File: config.mk
export PLATFORM = sky130hd
export DESIGN_NAME = frame_ram_arbiter
export DESIGN_NICKNAME = d
export VERILOG_FILES = /design/src/rtl/frame_ram_arbiter.sv
export SDC_FILE = /design/constraint.sdc
export NUM_CORES = 1
export LEC_CHECK = 0
export CAP_MARGIN = 20
export CELL_PAD_IN_SITES_DETAIL_PLACEMENT = 0
export CELL_PAD_IN_SITES_GLOBAL_PLACEMENT = 1
export CORE_ASPECT_RATIO = 1.75
export CORE_MARGIN = 10
export CORE_UTILIZATION = 11
export DETAILED_ROUTE_END_ITERATION = 10
export PLACE_DENSITY_LB_ADDON = 0.25
export SETUP_SLACK_MARGIN = 0.3
export SYNTH_ARGS = -nofsm -noshare
export SYNTH_HDL_FRONTEND = slang
export SYNTH_SLANG_ARGS = --single-unit
File: constraint.sdc
create_clock -name clk -period 1.4 [get_ports clk]
set_clock_uncertainty 0.05 [all_clocks]
set_input_delay 0.28 -clock clk [delete_from_list [all_inputs] [get_ports clk]]
set_output_delay 0.28 -clock clk [all_outputs]
set_load 0.02 [all_outputs]
File: src/rtl/frame_ram_arbiter.sv
// Single-port frame RAM arbiter: round-robin display reads vs drawing writes, plus a
// full-frame clear engine present only when FRAME_RAM_CLEAR_EN is defined.
module frame_ram_arbiter #(
    parameter int ADDR_W    = 17,
    parameter int PIXEL_NUM = 76800
) (
    input  logic              clk,
    input  logic              reset,
    input  logic              rd_req,
    input  logic [ADDR_W-1:0] rd_addr,
    output logic              rd_valid,
    output logic              rd_data,
    input  logic              wr_req,
    input  logic [ADDR_W-1:0] wr_addr,
    input  logic              wr_data,
    output logic              wr_ack,
    input  logic              clear_req,
    input  logic              clear_color,
    output logic              clear_busy,
    output logic [ADDR_W-1:0] ram_addr,
    output logic              ram_wren,
    output logic              ram_d,
    input  logic              ram_q
);

    // One extra bit so PIXEL_NUM == 2**ADDR_W still compares correctly.
    localparam logic [ADDR_W:0] PIXEL_LIM = (ADDR_W+1)'(PIXEL_NUM);

`ifdef FRAME_RAM_CLEAR_EN
    typedef enum logic [1:0] {IDLE, READ_WAIT, CLEAR} state_t;
    localparam logic [ADDR_W-1:0] PIXEL_LAST = ADDR_W'(PIXEL_NUM - 1);

    logic [ADDR_W-1:0] clear_cnt, clear_cnt_next;
    logic              clear_pending, clear_pending_next;
    logic              clear_color_q, clear_color_next;
    logic              clear_accept;
`else
    typedef enum logic [1:0] {IDLE, READ_WAIT} state_t;

    logic unused_clear_inputs;
    assign unused_clear_inputs = clear_req ^ clear_color;
`endif

    state_t state, state_next;
    logic   last_grant_wr, last_grant_wr_next;
    logic   rd_oob_q, rd_oob_next;
    logic   grant_rd, grant_wr;
    logic   rd_in_range, wr_in_range;

    assign rd_in_range = ({1'b0, rd_addr} < PIXEL_LIM);
    assign wr_in_range = ({1'b0, wr_addr} < PIXEL_LIM);

    // Read wins a tie only when the previous grant went to the writer.
    assign grant_rd = rd_req && (!wr_req || last_grant_wr);
    assign grant_wr = wr_req && !grant_rd;

    always_ff @(posedge clk) begin
        if (!reset) begin
            state         <= IDLE;
            last_grant_wr <= 1'b1;
            rd_oob_q      <= 1'b0;
`ifdef FRAME_RAM_CLEAR_EN
            clear_cnt     <= '0;
            clear_pending <= 1'b0;
            clear_color_q <= 1'b0;
`endif
        end else begin
            state         <= state_next;
            last_grant_wr <= last_grant_wr_next;
            rd_oob_q      <= rd_oob_next;
`ifdef FRAME_RAM_CLEAR_EN
            clear_cnt     <= clear_cnt_next;
            clear_pending <= clear_pending_next;
            clear_color_q <= clear_color_next;
`endif
        end
    end

    always_comb begin
        state_next         = state;
        last_grant_wr_next = last_grant_wr;
        rd_oob_next        = rd_oob_q;
        ram_addr           = '0;
        ram_wren           = 1'b0;
        ram_d              = 1'b0;
        wr_ack             = 1'b0;
        rd_valid           = 1'b0;
        rd_data            = 1'b0;
        clear_busy         = 1'b0;
`ifdef FRAME_RAM_CLEAR_EN
        clear_cnt_next     = clear_cnt;
        clear_pending_next = clear_pending;
        clear_color_next   = clear_color_q;
        // A request while a clear is already pending or running is dropped outright.
        clear_accept       = clear_req && !clear_pending && (state != CLEAR);
        clear_busy         = clear_req || clear_pending || (state == CLEAR);
        if (clear_accept)
            clear_color_next = clear_color;
`endif

        case (state)
            IDLE: begin
`ifdef FRAME_RAM_CLEAR_EN
                if (clear_pending || clear_req) begin
                    state_next         = CLEAR;
                    clear_cnt_next     = '0;
                    clear_pending_next = 1'b0;
                end else
`endif
                if (grant_rd) begin
                    ram_addr           = rd_addr;
                    rd_oob_next        = !rd_in_range;
                    last_grant_wr_next = 1'b0;
                    state_next         = READ_WAIT;
                end else if (grant_wr) begin
                    ram_addr           = wr_addr;
                    ram_d              = wr_data;
                    ram_wren           = wr_in_range;
                    wr_ack             = 1'b1;
                    last_grant_wr_next = 1'b1;
                end
            end
            READ_WAIT: begin
                rd_valid   = 1'b1;
                rd_data    = rd_oob_q ? 1'b0 : ram_q;
                state_next = IDLE;
`ifdef FRAME_RAM_CLEAR_EN
                if (clear_accept)
                    clear_pending_next = 1'b1;
`endif
            end
`ifdef FRAME_RAM_CLEAR_EN
            CLEAR: begin
                ram_addr       = clear_cnt;
                ram_wren       = 1'b1;
                ram_d          = clear_color_q;
                clear_cnt_next = clear_cnt + 1'b1;
                if (clear_cnt == PIXEL_LAST)
                    state_next = IDLE;
            end
`endif
            default: state_next = IDLE;
        endcase

        // Outputs are held quiet for the whole time reset is low, not just after the edge.
        if (!reset) begin
            ram_addr   = '0;
            ram_wren   = 1'b0;
            ram_d      = 1'b0;
            wr_ack     = 1'b0;
            rd_valid   = 1'b0;
            rd_data    = 1'b0;
            clear_busy = 1'b0;
        end
    end

endmodule

==> results.md <==
* # Max-Cap Violations at 0
* Largest net degree at the start of global routing at 9
* Vias after detailed routing at 710
* Post-synth top area share at 0.379
* Number of buffers inserted by port buffering at just over 60
* Overall die width at approximately 65 um
* EDFF count, synth at 0
* Area taken by flip-flops and latches at approximately 63 sq um
* Kind of launch point of the worst setup path: flip-flop
* Internal cell power at about 0.54 mW
* CP Capture Type: primary output
* Worst-skew pair later-pin latency at about 210 ps
* Hold violation count in the final report at 0
* Fraction of registers with async set/reset at 0
* RSZ-0062 raised after global routing: yes
* Total cell area at the placement stage at 1230 sq um
* Path class of the lowest-slack min-delay path: input port to flip-flop
* Fraction of power consumed by combinational cells at 0.549
* Clk Tree Root Cell: sky130_fd_sc_hd__clkbuf_8
* Area of all placed cells without fillers at ~1300 sq um
* Power density relative to cell area at between 500 and 600 nW/um^2
* Global-route wire length before repair at between 4000 and 5000 um
* Dominant synthesized flop cell: sky130_fd_sc_hd__dfxtp_1
* Achievable Freq at 577 MHz
* Sequential fraction of the synthesis area at 0.153
* Proportion of power drawn by the clock network at 0.319
* Core region area at between 3000 and 4000 sq um
* Antenna violations before repair at 0
* Post-synthesis instance total at 46
* End of the worst hold path: last_grant_wr$_SDFFE_PN1P_
* Static leakage at roughly 0.62 nW
* Commonest cells in the netlist: sky130_fd_sc_hd__a22o_1, sky130_fd_sc_hd__a21oi_1, sky130_fd_sc_hd__dfxtp_1, sky130_fd_sc_hd__nand2_1
* CTS max path bufs at 2
* Multi-input combinational cell area at ~400 sq um
* Total power draw at between 0.7 and 0.8 mW
* Number of nets produced by synthesis at between 80 and 90
* Top cell type by total area after synthesis: sky130_fd_sc_hd__a22o_1
* Tmin final at between 1500 and 2000 ps
* CTS clk-pin slew, worst paths at roughly 30 ps
* Slew Viols, Final at 0
* Met2 track demand over resource in global routing at 0.169
* Cell area after synthesis at roughly 400 sq um
* First-pass iteration count of the detailed router at 3
* Routed WL at approximately 2700 um
* Number of diodes added for antenna fixing at 0
* Endpoint of the worst register-to-register path: rd_oob_q$_SDFFE_PN0P_
* Number of inserted filler cells in the final layout at 372
* Peak VDD IR at 0.403 mV
* WL/cell at between 15 and 20 um
* Clock tree from TritonCTS: done
* Endpoint arrival time on the critical path at ~1400 ps
* Row cnt at 28
* P_sw at 0.224 mW
* Post-detailed-placement half-perimeter wirelength at approximately 2300 um
* Result of the run: complete, but fails checks
* Violated checks: negative setup slack
* First DRT Iteration DRCs at 5
* Share of post-route cells with drive strength above 1 at 0.520
* Residual DRC count at 0
* Cells on worst reg2reg path at 4
* Share of power burned in registers at 0.132
* Origin of the critical flop-to-flop path: state[0]$_SDFFE_PN0P_
* Final critical-path setup slack at -334 ps
* Number of nets in the layout at 170
* Routability congestion estimate at around 0.73
* Initial Util at 0.116
* Die area at around 6500 sq um
* Vias in the first global route at about 820
* Post-synthesis average cell area at about 8.5 sq um
* Sinks on the clock net at 3
* Area contributors post-synth: sky130_fd_sc_hd__a22o_1, sky130_fd_sc_hd__dfxtp_1, sky130_fd_sc_hd__nor3b_4
* Hold bufs inserted after CTS at 0
* CTS H-tree depth at 1
* Fraction of the cycle the final worst path needs at 1.24
* GRT Total Usage at 0.0843
* Overflow left after global routing at 0
* Global Route met1 Usage at 0.0695
* Grt met3 use at 0.0317
* Cells on Worst Hold Path at 3
* Area grow syn2layout at 240%
* TritonCTS buffer count at 3
* Warning count from the yosys run at 0
* Via-per-instance ratio at a little over 4
* Most repeated cell in the gate-level netlist after synthesis: sky130_fd_sc_hd__a22o_1
* Detail Route Antenna Nets at 0
* Hold Slack at 316 ps
* Number of distinct library cells after synthesis at 21
* Post-synthesis register bit count at 3
* Critical hold path startpoint: reset
* Worst setup slack for register-to-register paths at between 200 and 250 ps
* CP Max Fanout at 8
* Setup-failing EPs final at 20
* Top-Level Pins at 65
* Category of the most critical setup path: flip-flop to primary output
* Crit path required time at 1070 ps
* Chip Height at between 90 and 100 um
* Most Crowded Layer GR: met2
* Sw Share at 0.292
[metrics by stage]
stage                     setup TNS [ps]  setup slack (ps)   util  instances
after floorplan                     -654             -65.7      -         46
after global placement            -21060             -1000  0.362        162
after detailed placement          -21210             -1010  0.362        162
after CTS                          -6650              -363  0.389        171
after global routing               -7450              -407  0.393        172
final                              -6070              -334  0.393        172
[power groups by stage]
stage / clock network (mW) / registers [mW] / logic, mW
2_1_floorplan: 0 / 0.0994 / 0.167
3_3_place_gp: 0 / 0.100 / 0.403
3_5_place_dp: 0 / 0.101 / 0.405
4_1_cts: 0.253 / 0.101 / 0.422
5_1_grt: 0.265 / 0.103 / 0.449
6_report: 0.245 / 0.102 / 0.421
[what timing repair did]
| action | in CTS | in global routing |
|---|---|---|
| gates cloned | 2 | 0 |
| resized for setup | 141 | 2 |
| setup endpoints to repair | 25 | 23 |
| buffers inserted | 3 | 1 |
| pin swaps | 8 | 4 |
[flip-flops by register name, indices dropped and copies added, names as in the netlist]
name / flops
last_grant_wr: 1
rd_oob_q: 1
state: 1
[cell families after synthesis]
logic type,count (synthesis),synth area share
AOI/OAI and AO/OA,26,0.525
and+or+nand+nor,12,0.239
buffers and inverters,4,0.0733
DFF,3,0.153
other,1,0.00954
[how the worst max path moves through the flow]
| stage | start | to | slack, ps | cells past startpoint |
|---|---|---|---|---|
| after floorplan | state[0]$_SDFFE_PN0P_ | ram_addr[10] | -70 | 4 |
| after global placement | rd_req | ram_addr[16] | -1000 | 6 |
| after detailed placement | rd_req | ram_addr[16] | -1010 | 6 |
| after CTS | state[0]$_SDFFE_PN0P_ | ram_addr[2] | -360 | 6 |
| after global routing | state[0]$_SDFFE_PN0P_ | ram_addr[3] | -410 | 6 |
| final | state[0]$_SDFFE_PN0P_ | ram_addr[3] | -330 | 6 |
[layer usage]
| layer | routed length, um | part of all wire |
|---|---|---|
| met5 | 0 | 0 |
| met4 | 8 | 0.0029 |
| met3 | 238 | 0.087 |
| met2 | 1570 | 0.57 |
| met1 | 922 | 0.34 |
[layout by cell type (no fill, tap or decap), types with 2 or more instances in the layout]
cell and n:
sky130_fd_sc_hd__a21oi_2 2, sky130_fd_sc_hd__a22o_1 8, sky130_fd_sc_hd__a22o_4 9, sky130_fd_sc_hd__buf_2 8, sky130_fd_sc_hd__buf_4 12, sky130_fd_sc_hd__buf_6 21
sky130_fd_sc_hd__clkbuf_8 3, sky130_fd_sc_hd__clkdlybuf4s50_1 29, sky130_fd_sc_hd__dfxtp_2 2, sky130_fd_sc_hd__dlygate4sd2_1 8, sky130_fd_sc_hd__nand2_1 3, sky130_fd_sc_hd__o21ai_1 2
[final cells by class]
type,instances,area share
Timing Repair Buffer,81,0.575
Multi-Input combinational cell,39,0.302
Sequential cell,3,0.0468
Tap cell,45,0.0421
Clock buffer,4,0.0337
[worst max-delay path, cell delays in order (launching register included)]
cell and delay (ps):
sky130_fd_sc_hd__dfxtp_2 320, sky130_fd_sc_hd__nand3b_1 170, sky130_fd_sc_hd__a21oi_2 170, sky130_fd_sc_hd__buf_6 160, sky130_fd_sc_hd__buf_12 110, sky130_fd_sc_hd__a22o_1 140
sky130_fd_sc_hd__buf_6 120
Power figures use the tool's default switching activity.
